**src/rtl/mem_stage_pkg.sv**
```systemverilog
// rtl/mem_stage_pkg.sv - shared types, encodings and access-size helpers for mem_stage
package mem_stage_pkg;

   typedef enum logic {
      ST_IDLE = 1'b0,
      ST_WAIT = 1'b1
   } state_e;

   localparam logic [2:0] F3_LB  = 3'd0;
   localparam logic [2:0] F3_LH  = 3'd1;
   localparam logic [2:0] F3_LW  = 3'd2;
   localparam logic [2:0] F3_LBU = 3'd4;
   localparam logic [2:0] F3_LHU = 3'd5;

   localparam logic [1:0] MUX_ALU = 2'd0;
   localparam logic [1:0] MUX_MEM = 2'd1;
   localparam logic [1:0] MUX_PC4 = 2'd2;

   typedef struct packed {
      logic       rf_we;
      logic [1:0] mrewr_mux;
      logic       numinstadd;
   } wb_ctrl_t;

   localparam wb_ctrl_t WB_BUBBLE = '{rf_we: 1'b0, mrewr_mux: MUX_ALU, numinstadd: 1'b0};

   // size is funct3[1:0]; the unused code 3 behaves like a word access
   function automatic logic [3:0] byte_en(input logic [1:0] size, input logic [1:0] addr_lo);
      case (size)
         2'b00:   return 4'b0001 << addr_lo;
         2'b01:   return addr_lo[1] ? 4'b1100 : 4'b0011;
         default: return 4'b1111;
      endcase
   endfunction

   function automatic logic is_misaligned(input logic [1:0] size, input logic [1:0] addr_lo);
      case (size)
         2'b00:   return 1'b0;
         2'b01:   return addr_lo[0];
         default: return |addr_lo;
      endcase
   endfunction

endpackage

```
**src/rtl/load_align.sv**
```systemverilog
// rtl/load_align.sv - selects the addressed byte/halfword of read data and extends it
module load_align
   import mem_stage_pkg::*;
#(
   parameter int DATA_W = 32
) (
   input  logic [1:0]        addr_lo,
   input  logic [2:0]        funct3,
   input  logic [DATA_W-1:0] rdata,
   output logic [DATA_W-1:0] data
);

   logic [DATA_W-1:0] shifted;
   logic [7:0]        lane_b;
   logic [15:0]       lane_h;

   // misaligned accesses never reach here, so one byte-granular shift covers every size
   always_comb begin
      shifted = rdata >> {addr_lo, 3'b000};
      lane_b  = shifted[7:0];
      lane_h  = shifted[15:0];
      case (funct3)
         F3_LB:   data = {{(DATA_W-8){lane_b[7]}}, lane_b};
         F3_LH:   data = {{(DATA_W-16){lane_h[15]}}, lane_h};
         F3_LBU:  data = {{(DATA_W-8){1'b0}}, lane_b};
         F3_LHU:  data = {{(DATA_W-16){1'b0}}, lane_h};
         default: data = shifted;
      endcase
   end

endmodule

```
**src/rtl/mem_stage.sv**
```systemverilog
// rtl/mem_stage.sv - MEM pipeline stage: data-memory handshake, stall and WB drive.
// Optional access watchdog is built when MEM_STAGE_TIMEOUT_EN is defined.
module mem_stage
   import mem_stage_pkg::*;
#(
   parameter int DATA_W      = 32,
   parameter int TIMEOUT_CYC = 16
) (
   input  logic              CLK,
   input  logic              RST,
   input  logic              EX_VALID_IN,
   input  logic              EX_RF_WE_IN,
   input  logic [1:0]        EX_MREWR_MUX_IN,
   input  logic              EX_NUMINSTADD_IN,
   input  logic              EX_MEM_RD_IN,
   input  logic              EX_MEM_WR_IN,
   input  logic [2:0]        EX_FUNCT3_IN,
   input  logic [DATA_W-1:0] EX_ALU_IN,
   input  logic [DATA_W-1:0] EX_WDATA_IN,
   input  logic              FLUSH_IN,
   output logic              STALL_OUT,
   output logic              D_MEM_REQ_OUT,
   output logic              D_MEM_WEN_OUT,
   output logic [DATA_W-1:0] D_MEM_ADDR_OUT,
   output logic [3:0]        D_MEM_BE_OUT,
   output logic [DATA_W-1:0] D_MEM_WDATA_OUT,
   input  logic              D_MEM_ACK_IN,
   input  logic [DATA_W-1:0] D_MEM_RDATA_IN,
   output logic              WB_RF_WE_OUT,
   output logic [1:0]        WB_MREWR_MUX_OUT,
   output logic              WB_NUMINSTADD_OUT,
   output logic [DATA_W-1:0] WB_LOAD_DATA_OUT,
   output logic [DATA_W-1:0] WB_ALU_OUT,
   output logic              MEM_ERR_OUT
);

   state_e            state_q, state_d;
   logic              valid_q, valid_d;
   wb_ctrl_t          ctrl_q, ctrl_d;
   logic              mem_q, mem_d;
   logic              wen_q, wen_d;
   logic [2:0]        funct3_q, funct3_d;
   logic [DATA_W-1:0] alu_q, alu_d;
   logic [DATA_W-1:0] wdata_q, wdata_d;
   logic              kill_q, kill_d;
   logic              err_q, err_d;

`ifdef MEM_STAGE_TIMEOUT_EN
   localparam int CNT_W = $clog2(TIMEOUT_CYC + 1);
   logic [CNT_W-1:0]  cnt_q, cnt_d;
`endif

   logic              in_wait;
   logic              timeout;
   logic              stall;
   logic              ex_valid;
   logic              ex_mem;
   logic              ex_misal;
   wb_ctrl_t          wb_ctrl;
   logic [DATA_W-1:0] wdata_lane;
   logic [DATA_W-1:0] load_data;

   always_comb begin
      in_wait  = (state_q == ST_WAIT);
`ifdef MEM_STAGE_TIMEOUT_EN
      timeout  = in_wait & ~D_MEM_ACK_IN & (cnt_q == CNT_W'(TIMEOUT_CYC));
`else
      timeout  = 1'b0;
`endif
      stall    = in_wait & ~D_MEM_ACK_IN & ~timeout;
      ex_valid = EX_VALID_IN & ~FLUSH_IN;
      ex_mem   = EX_MEM_RD_IN | EX_MEM_WR_IN;
      ex_misal = is_misaligned(EX_FUNCT3_IN[1:0], EX_ALU_IN[1:0]);

      state_d  = state_q;
      valid_d  = valid_q;
      ctrl_d   = ctrl_q;
      mem_d    = mem_q;
      wen_d    = wen_q;
      funct3_d = funct3_q;
      alu_d    = alu_q;
      wdata_d  = wdata_q;
      kill_d   = kill_q;

      // every non-stalled edge is a latch edge, including the one that samples ACK
      if (!stall) begin
         valid_d  = ex_valid;
         ctrl_d   = '{rf_we: EX_RF_WE_IN, mrewr_mux: EX_MREWR_MUX_IN, numinstadd: EX_NUMINSTADD_IN};
         mem_d    = ex_mem;
         wen_d    = EX_MEM_WR_IN;
         funct3_d = EX_FUNCT3_IN;
         alu_d    = EX_ALU_IN;
         wdata_d  = EX_WDATA_IN;
         kill_d   = 1'b0;
         state_d  = (ex_valid & ex_mem & ~ex_misal) ? ST_WAIT : ST_IDLE;
      end else if (FLUSH_IN) begin
         kill_d   = 1'b1;
      end

      err_d = err_q | (~stall & ex_valid & ex_mem & ex_misal) | timeout;
`ifdef MEM_STAGE_TIMEOUT_EN
      cnt_d = stall ? cnt_q + CNT_W'(1) : '0;
`endif
   end

   always_ff @(posedge CLK) begin
      if (RST) begin
         state_q  <= ST_IDLE;
         valid_q  <= 1'b0;
         ctrl_q   <= WB_BUBBLE;
         mem_q    <= 1'b0;
         wen_q    <= 1'b0;
         funct3_q <= '0;
         alu_q    <= '0;
         wdata_q  <= '0;
         kill_q   <= 1'b0;
         err_q    <= 1'b0;
`ifdef MEM_STAGE_TIMEOUT_EN
         cnt_q    <= '0;
`endif
      end else begin
         state_q  <= state_d;
         valid_q  <= valid_d;
         ctrl_q   <= ctrl_d;
         mem_q    <= mem_d;
         wen_q    <= wen_d;
         funct3_q <= funct3_d;
         alu_q    <= alu_d;
         wdata_q  <= wdata_d;
         kill_q   <= kill_d;
         err_q    <= err_d;
`ifdef MEM_STAGE_TIMEOUT_EN
         cnt_q    <= cnt_d;
`endif
      end
   end

   always_comb begin
      case (funct3_q[1:0])
         2'b00:   wdata_lane = DATA_W'(wdata_q[7:0]) << {alu_q[1:0], 3'b000};
         2'b01:   wdata_lane = DATA_W'(wdata_q[15:0]) << {alu_q[1], 4'b0000};
         default: wdata_lane = wdata_q;
      endcase
   end

   load_align #(.DATA_W(DATA_W)) u_load_align (
      .addr_lo (alu_q[1:0]),
      .funct3  (funct3_q),
      .rdata   (D_MEM_RDATA_IN),
      .data    (load_data)
   );

   // WB has no enable: anything that is not retiring this cycle must look like a bubble
   always_comb begin
      wb_ctrl = WB_BUBBLE;
      if (!in_wait && valid_q && !mem_q) begin
         wb_ctrl = ctrl_q;
      end else if (in_wait && D_MEM_ACK_IN && !kill_q) begin
         wb_ctrl = ctrl_q;
      end
   end

   always_comb begin
      STALL_OUT         = stall;
      D_MEM_REQ_OUT     = in_wait;
      D_MEM_WEN_OUT     = in_wait & wen_q;
      D_MEM_ADDR_OUT    = in_wait ? {alu_q[DATA_W-1:2], 2'b00} : '0;
      D_MEM_BE_OUT      = in_wait ? byte_en(funct3_q[1:0], alu_q[1:0]) : 4'b0000;
      D_MEM_WDATA_OUT   = in_wait ? wdata_lane : '0;
      WB_RF_WE_OUT      = wb_ctrl.rf_we;
      WB_MREWR_MUX_OUT  = wb_ctrl.mrewr_mux;
      WB_NUMINSTADD_OUT = wb_ctrl.numinstadd;
      WB_LOAD_DATA_OUT  = (in_wait & D_MEM_ACK_IN) ? load_data : '0;
      WB_ALU_OUT        = alu_q;
      MEM_ERR_OUT       = err_q;
   end

endmodule

```
**config.mk**
```make
export PLATFORM = sky130hd
export DESIGN_NAME = mem_stage
export DESIGN_NICKNAME = d
export VERILOG_FILES = /design/src/rtl/mem_stage_pkg.sv /design/src/rtl/load_align.sv /design/src/rtl/mem_stage.sv
export SDC_FILE = /design/constraint.sdc
export NUM_CORES = 1
export LEC_CHECK = 0
export ABC_CLOCK_PERIOD_IN_PS = 2350
export CORE_MARGIN = 2
export CORE_UTILIZATION = 40
export DETAILED_ROUTE_END_ITERATION = 8
export GPL_TIMING_DRIVEN = 0
export HOLD_SLACK_MARGIN = 0.03
export PLACE_DENSITY = 0.82
export RECOVER_POWER = 25
export SLEW_MARGIN = 15
export SYNTH_ARGS = -nofsm -noshare
export SYNTH_HDL_FRONTEND = slang
export SYNTH_HIERARCHICAL = 1
export SYNTH_SLANG_ARGS = --single-unit
```
**constraint.sdc**
```tcl
create_clock -name CLK -period 2.35 [get_ports CLK]
set_input_delay 0.47 -clock CLK [delete_from_list [all_inputs] [get_ports CLK]]
set_output_delay 0.47 -clock CLK [all_outputs]
set_load 0.02 [all_outputs]
```
Word level (Yosys, flattened, before mapping)
Cells that the tools add are included.
Word-level totals
  bits in registers: 77
  logic and storage cells: 60
Operators by class
  equal/unequal tests: 5
  shifts and indexed selects: 4
  multiplexer cells: 12
  bitwise operators: 15
  reduce and logical (&&, ||, !) cells: 12
Operators with widths (number)
  case mux 32 bit (4 select lines): 1
  two-way mux 32 bit: 3
  case mux 32 bit (2 select lines): 1
  left shift 16 x 5 -> 32 bit: 1
  left shift 8 x 5 -> 32 bit: 1
  >> shifter 32 x 5 -> 32 bit: 1
  two-way mux 4 bit: 4
  bitwise AND 1 bit: 9
  case mux 4 bit (2 select lines): 1
  equality test 3 bit (second input constant): 2
  equality test 2 x 1 -> 1 bit (second input constant): 2
  logical AND 1 bit: 4
  zero test 2 bit: 2
  inverter 1 bit: 4
  OR reduction 2 bit: 2
  left shift 1 x 2 -> 4 bit (first input constant): 1
  equality test 3 x 1 -> 1 bit (second input constant): 1
  zero test 1 bit: 3
  zero test 3 bit: 1
  OR 1 bit: 2
  case mux 1 bit (2 select lines): 1
  two-way mux 1 bit: 1

Logic depth before layout (Yosys ltp)
Gate-level depths: netlist (run 1).
  depth after elaboration: 7
  mapped depth: 7
  mapped depth without buffers: 5

Hierarchy
Netlist (run 1), hierarchy kept.
By module, submodules not included
  mem_stage: instances 1, cells an instance 524, area each 3913.8 um2, sequential area each 1541.5 um2
  load_align: instances 1, cells an instance 107, area each 694.4 um2, sequential area each 0.0 um2

Least setup slack after synthesis (run 1)
No wires, ideal clock.
  path type: reg2out
  from: reg alu_q[0], in the netlist WB_ALU_OUT[0]
  to: out WB_LOAD_DATA_OUT[10]
  data arrival time: 1672 ps
  required time: 1880 ps
  slack: 208 ps
  stages on the path, launching flop included: 8
  buffers on the path: 2
  path through: dfxtp_1 > buf_6 > buf_2 > mux2i_1 > nor2_1 > a211oi_1 > nor2_1 > and3_1
On the way
  cells in the longest elaborated chain, start to end: 3
RTL lines
  start: declaration: RTL line mem_stage.sv:43  | logic [DATA_W-1:0] alu_q, alu_d;
  start signal: assignment: RTL line mem_stage.sv:128  | alu_q <= alu_d;
  >> shifter 32 x 5 -> 32 bit: RTL line load_align.sv:19  | shifted = rdata >> {addr_lo, 3'b000};
  case mux 32 bit (4 select lines): RTL line load_align.sv:22  | case (funct3)
  via load_data[10]: RTL line mem_stage.sv:61  | logic [DATA_W-1:0] load_data;
  two-way mux 32 bit: RTL line mem_stage.sv:173  | WB_LOAD_DATA_OUT = (in_wait & D_MEM_ACK_IN) ? load_data : '0;
  end: declaration: RTL line mem_stage.sv:32  | output logic [DATA_W-1:0] WB_LOAD_DATA_OUT,
The timed path passes the listed nets, and every way through them passes these cells.

Worst setup path after layout (run 1)
  from: reg alu_q[0], in the netlist WB_ALU_OUT[0]
  to: out WB_LOAD_DATA_OUT[18]
The elaborated chain is that of the path after synthesis.

==> flow_summary.json, run 1 <==
{
  "status": "finished, violations left",
  "violations": "negative setup slack",
  "yosys.area.top_type_share_pct": 33.5,
  "overflow": 0,
  "crit_fanout": 8,
  "worstMarginPinSlew_ns": 0.582,
  "nets": 1013,
  "worst_ep_required_time_ns": 1.88,
  "rows": 39,
  "peakVddDrop_uv": 337,
  "setup_viol": 24,
  "drt_pass1_iterations": 5,
  "yosys.area.top_type": "dfxtp_1",
  "layout_commonest_cell": "nand2_1",
  "port_buffers": 246,
  "placedCellCount": 1021,
  "place_hpwl_um": 13500,
  "end_kind": "output port",
  "synthDistinctLibCells": 39,
  "grt_max_degree": 15,
  "drv_cap": 0,
  "fin_crit_ns": 2.51,
  "postLayoutCoreUtil_pct": 70.5,
  "ys_seq_area_share_pct": 33.5,
  "clock_latency_ns": 0.33,
  "cp_data_arrival_time_ns": 2.04,
  "place_area_mm2": 0.00725,
  "p_switching_mw": 1.11,
  "min_period_over_period_pct": 107,
  "cts_made_buffers": 9,
  "fill_cells": 938,
  "yosysWarnings": 6,
  "synthTopCellsByArea": "dfxtp_1 (33%), nand2_1 (14%), a21oi_1 (9.2%)",
  "fmax_mhz": 399,
  "die_x_um": 111,
  "io_pins": 250,
  "pwr-share-seq_pct": 35.6,
  "swShare_pct": 27.2,
  "slew_viol_final": 0,
  "synthCells": 631,
  "clock-root-buffer": "clkbuf_16",
  "postCtsHoldBufs": 0,
  "wl_per_cell_um": 17.8,
  "grt_use_total_pct": 28.2,
  "antenna_found_initial": 0,
  "p_clk_share_pct": 40.6,
  "clock-sinks": 77,
  "fin_ws_ns": -0.158,
  "core_mm2": 0.0113,
  "grt_pass1_wl_um": 28200,
  "rsz0062_at_grt": "yes",
  "syn-cell-area_mm2": 0.00461,
  "route.vias.total": 5622,
  "clkTransAtPathRegs_ns": 0.06,
  "fp.dieH_um": 111,
  "hp-class": "reg2reg",
  "first_iter_violations": 544,
  "place.gp.congestion": 0.935,
  "tritoncts": "built",
  "ys.flop_type": "dfxtp_1",
  "final_cell_mix": "nand2_1 (162), clkdlybuf4s50_1 (137), a21oi_1 (85), dfxtp_1 (74), dlygate4sd2_1 (43)",
  "p_int_mw": 2.96,
  "relSlewSlack_pct": 61.2,
  "initial_core_util_pct": 40.7,
  "async_reset_ff_share_pct": 0,
  "fin_tns_setup_ns": -2.30,
  "critPathKind": "reg2out",
  "cts_max_level": 3,
  "drive_above_1_share_pct": 20.6,
  "viasPerCell": 5.35,
  "grt_pass1_vias": 5376,
  "p_leak_nw": 3.66,
  "drc": 0,
  "critPathLaunchType": "register",
  "area_growth_pct": 73.1,
  "final_area_mm2": 0.00798,
  "power_density_mw_per_mm2": 509,
  "fin_hold_ws_ns": 0.445,
  "yosys_register_bits": 77,
  "n_antenna_cell": 0,
  "detail-route-antenna-nets": 0,
  "instances_no_fill": 1051,
  "synth_edf_count": 0,
  "skew_ns": 0.00690,
  "wl_um": 18700,
  "p_comb_share_pct": 23.8,
  "dieArea_mm2": 0.0124,
  "cts_max_path_buffers": 2,
  "avgSynthCellArea_um2": 7.30,
  "finalHoldViolCount": 0
}
==> stage by stage <==
step                      power [mW]  setup slack [ns]
after global routing            4.20            -0.238
after detailed placement        2.29            -0.751
after CTS                       3.98            -0.157
final                           4.06            -0.158
after floorplan                 1.87             0.208
after global placement          2.28            -0.713
==> worst paths after layout <==
check	to	cells after the start	slack, ns	start
worst max-delay path	WB_LOAD_DATA_OUT[18]	9	-0.16	WB_ALU_OUT[0]
worst min-delay path	ctrl_q[3]	2	0.44	ctrl_q[3]
worst max register to register	WB_ALU_OUT[4]	7	0.48	D_MEM_REQ_OUT
worst min register to register	ctrl_q[3]	2	0.44	ctrl_q[3]
==> flip-flops by register name (all words and copies together), names as in the netlist <==
name	count
D_MEM_REQ_OUT	1
MEM_ERR_OUT	1
WB_ALU_OUT	32
ctrl_q	4
funct3_q	3
kill_q	1
mem_q	1
valid_q	1
wdata_q	32
wen_q	1
==> metal layers <==
metal	GRT usage [%]	routed length, um	up-vias
met3	6.31	1660	43
li1	-	-	2672
met4	9.79	538	0
met2	49.2	9150	307
met1	34.3	7320	2600
met5	0	0	-
==> critical path: stages (launching register included) <==
cell and delay (ns):
dfxtp_4 0.36, buf_12 0.14, mux2i_4 0.23, mux2i_1 0.10
o211ai_2 0.19, buf_6 0.16, buf_8 0.14, o21ai_2 0.06
and3_4 0.20, buf_6 0.12
==> power by group through the flow <==
stage          logic, mW  registers (mW)  clock network (mW)
2_1_floorplan      0.371            1.50                   0
3_3_place_gp       0.806            1.47                   0
3_5_place_dp       0.813            1.47                   0
4_1_cts            0.883            1.45                1.65
5_1_grt             1.03            1.46                1.72
6_report           0.967            1.45                1.65
==> kinds of logic after synthesis <==
logic type,after synthesis,synth area share (%)
compound gates,151,20.2
buf+inv,65,8.20
flops,77,33.5
mux,20,4.34
other cells,1,0.0814
simple gates,317,33.7
==> synthesized netlist by cell type (all sizes together), types with 7 or more instances <==
| master | number |
|---|---|
| mux2i | 20 |
| dfxtp | 77 |
| and2 | 36 |
| buf | 33 |
| a211oi | 14 |
| and3 | 32 |
| a222oi | 7 |
| a32oi | 8 |
| nand2 | 170 |
| o21ai | 20 |
| a21boi | 9 |
| clkbuf | 27 |
| nor2 | 24 |
| nor2b | 34 |
| and3b | 8 |
| a21oi | 86 |
==> timing repair <==
item | CTS | global route
cloned | 1 | 0
endpoints found under the setup margin | 104 | 73
pin swaps | 6 | 6
gates resized for setup | 286 | 126
setup buffers | 7 | 7
endpoints found under the hold margin | 0 | 0
==> cell type report <==
cell class / count / area (um^2) / area share (%)
multi-input cells: 490 / 3000 / 37.6
clock inverters: 6 / 118 / 1.47
well taps: 143 / 179 / 2.24
clock buffers: 10 / 239 / 3.00
plain buffers: 59 / 400 / 5.02
flip-flops and latches: 77 / 1550 / 19.4
repair buffers: 261 / 2480 / 31.0
inverters: 5 / 20.0 / 0.251
(Power assumes the default switching activity.)
==> inputs of run 2 (changes only) <==
--- a/config.mk
+++ b/config.mk
@@ -6,6 +6,7 @@
 export NUM_CORES = 1
 export LEC_CHECK = 0
 export ABC_CLOCK_PERIOD_IN_PS = 2350
+export CAP_MARGIN = 20
 export CORE_MARGIN = 2
 export CORE_UTILIZATION = 40
 export DETAILED_ROUTE_END_ITERATION = 8
==> results of run 2 <==
Same layout as run 1: the final DEF is identical, and so are final timing and power.
==> inputs of run 3 (changes only) <==
--- a/config.mk
+++ b/config.mk
@@ -5,7 +5,7 @@
 export SDC_FILE = /design/constraint.sdc
 export NUM_CORES = 1
 export LEC_CHECK = 0
-export ABC_CLOCK_PERIOD_IN_PS = 2350
+export ABC_CLOCK_PERIOD_IN_PS = 2450
 export CAP_MARGIN = 20
 export CORE_MARGIN = 2
 export CORE_UTILIZATION = 40
==> constraint.sdc (replaced) <==
create_clock -name CLK -period 2.45 [get_ports CLK]
set_input_delay 0.49 -clock CLK [delete_from_list [all_inputs] [get_ports CLK]]
set_output_delay 0.49 -clock CLK [all_outputs]
set_load 0.02 [all_outputs]
==> run 3 against run 2 <==
Effect of this change:
- the flow still finishes with violations (negative setup slack)
- routed wire length down 2.8%
- design area decreased by 2.6%
- clock power down 4%
- worst hold slack hardly changed
- first-iteration DRC count up 9.9%
- global-route usage down 0.21 points
- largest power group unchanged
- critical path depth stayed put
- critical endpoint is now WB_LOAD_DATA_OUT[27]
- core utilization is 1.8 points lower
- sequential power is 4% lower
- non-clock buffer count is 7 lower
- combinational power fell by 11%
- largest cell class unchanged
==> flow_summary.json, run 3 (synthesized netlist as in run 1, its figures left out) <==
{
  "fin_tns_setup_ns": -0.131,
  "fin_ws_ns": -0.0365,
  "status": "finished, violations left",
  "layout_commonest_cell": "nand2_1",
  "antenna_found_initial": 0,
  "final_cell_mix": "nand2_1 (166), clkdlybuf4s50_1 (154), a21oi_1 (85), dfxtp_1 (74), and2_1 (35)",
  "crit_fanout": 8,
  "place.gp.congestion": 0.935,
  "wl_per_cell_um": 17.4,
  "io_pins": 250,
  "cts_made_buffers": 9,
  "grt_use_total_pct": 28.0,
  "hp-start": "ctrl_q[3]",
  "grt_pass1_wl_um": 28100,
  "clkTransAtPathRegs_ns": 0.06,
  "place_hpwl_um": 13500,
  "clock-sinks": 77,
  "route.vias.total": 5577,
  "final_area_mm2": 0.00777,
  "initial_core_util_pct": 40.7,
  "worstRegToRegCells": 7,
  "cp-startpoint": "WB_ALU_OUT[0]",
  "drive_above_1_share_pct": 16.6,
  "placedCellCount": 1021,
  "clock_latency_ns": 0.33,
  "place_area_mm2": 0.00725,
  "wl_um": 18100,
  "holdPathEnd": "ctrl_q[3]",
  "detail-route-antenna-nets": 0,
  "skew_ns": 0.00663,
  "grt_pass1_vias": 5392,
  "r2r-end": "WB_ALU_OUT[4]",
  "relSlewSlack_pct": 61.7,
  "cp_data_arrival_time_ns": 2.00,
  "fp.dieH_um": 111,
  "drt_pass1_iterations": 7,
  "p_int_mw": 2.80,
  "drv_cap": 0,
  "end_kind": "output port",
  "peakVddDrop_uv": 324,
  "slew_viol_final": 0,
  "postLayoutCoreUtil_pct": 68.7,
  "overflow": 0,
  "power_density_mw_per_mm2": 493,
  "core_mm2": 0.0113,
  "holdPathStages": 2,
  "p_switching_mw": 1.04,
  "port_buffers": 246,
  "setup_viol": 7,
  "p_clk_share_pct": 41.3,
  "clock-root-buffer": "clkbuf_16",
  "drc": 0,
  "cts_max_level": 3,
  "n_antenna_cell": 0,
  "hp-class": "reg2reg",
  "fmax_mhz": 402,
  "viasPerCell": 5.34,
  "instances_no_fill": 1044,
  "rsz0062_at_grt": "yes",
  "fin_hold_ws_ns": 0.445,
  "dieArea_mm2": 0.0124,
  "p_comb_share_pct": 22.4,
  "cts_max_path_buffers": 2,
  "min_period_over_period_pct": 101,
  "r2r_slack_ns": 0.60,
  "tritoncts": "built",
  "critPathKind": "reg2out",
  "worst_ep_required_time_ns": 1.96,
  "critPathLaunchType": "register",
  "fin_crit_ns": 2.49,
  "r2r_start": "D_MEM_REQ_OUT",
  "die_x_um": 111,
  "grt_max_degree": 15,
  "first_iter_violations": 598,
  "swShare_pct": 27.0,
  "violations": "negative setup slack",
  "worstMarginPinSlew_ns": 0.575,
  "rows": 39,
  "area_growth_pct": 68.7,
  "p_leak_nw": 3.57,
  "finalPower_mw": 3.83,
  "pre_cts_ws_ns": -0.691,
  "nets": 1006,
  "pwr-share-seq_pct": 36.2,
  "finalHoldViolCount": 0
}
-- run 3: cell types whose count changed in the layout (fill, tap and decap cells not counted), sizes merged --
| cell | previous run | this run |
|---|---|---|
| clkdlybuf4s15 | 6 | 5 |
| dlygate4sd2 | 43 | 33 |
| dlymetal6s2s | 11 | 13 |
| clkinv | 1 | 0 |
| buf | 65 | 56 |
| clkdlybuf4s50 | 137 | 154 |
| clkbuf | 68 | 62 |
| clkinvlp | 1 | 2 |
-- run 3: repair_timing --
action | CTS | global route
gates resized for setup | 202 | 117
hold buffers | 0 | 0
setup endpoints to repair | 104 | 83
buffers inserted | 6 | 1
pin swaps | 4 | 3
cloned | 1 | 0
-- run 3: how the worst max path moves through the flow --
stage,end,depth (start not counted),slack [ns]
2_1_floorplan,WB_LOAD_DATA_OUT[10],7,0.29
3_3_place_gp,WB_LOAD_DATA_OUT[25],8,-0.65
3_5_place_dp,WB_LOAD_DATA_OUT[13],7,-0.69
4_1_cts,WB_LOAD_DATA_OUT[11],8,-0.03
5_1_grt,WB_LOAD_DATA_OUT[27],9,-0.13
6_report,WB_LOAD_DATA_OUT[27],9,-0.04
-- run 3: cell type report --
cell class | count | area [um^2]
Buffer | 59 | 384
Clock buffer | 10 | 239
Clock inverter | 6 | 118
Fill cell | 986 | 3550
Inverter | 5 | 20.0
Multi-Input combinational cell | 490 | 2900
Sequential cell | 77 | 1550
Tap cell | 143 | 179
Timing Repair Buffer | 254 | 2390
-- run 3: worst max-delay path: stages, from the launching register on --
cell and delay, ns:
dfxtp_4 0.36, buf_12 0.13, mux2i_4 0.23, mux2i_1 0.10, o211ai_2 0.19, buf_6 0.15, buf_6 0.12, nand2_1 0.07
and3_4 0.18, buf_6 0.12
-- run 3: power groups by stage --
stage	sequential, mW	clock [mW]	combinational, mW
after detailed placement	1.41	0	0.780
after global placement	1.41	0	0.773
after CTS	1.39	1.59	0.820
final	1.39	1.59	0.860
after floorplan	1.43	0	0.356
after global routing	1.40	1.65	0.920
-- run 3: routing by layer --
| layer | part of all wire (%) | global-route usage (%) | vias to the layer above | routed length [um] |
|---|---|---|---|---|
| li1 | - | - | 2663 | - |
| met1 | 40 | 34.3 | 2569 | 7260 |
| met2 | 48 | 48.5 | 304 | 8740 |
| met3 | 8.8 | 6.53 | 41 | 1600 |
| met4 | 3.0 | 9.47 | 0 | 545 |
| met5 | 0 | 0 | - | 0 |
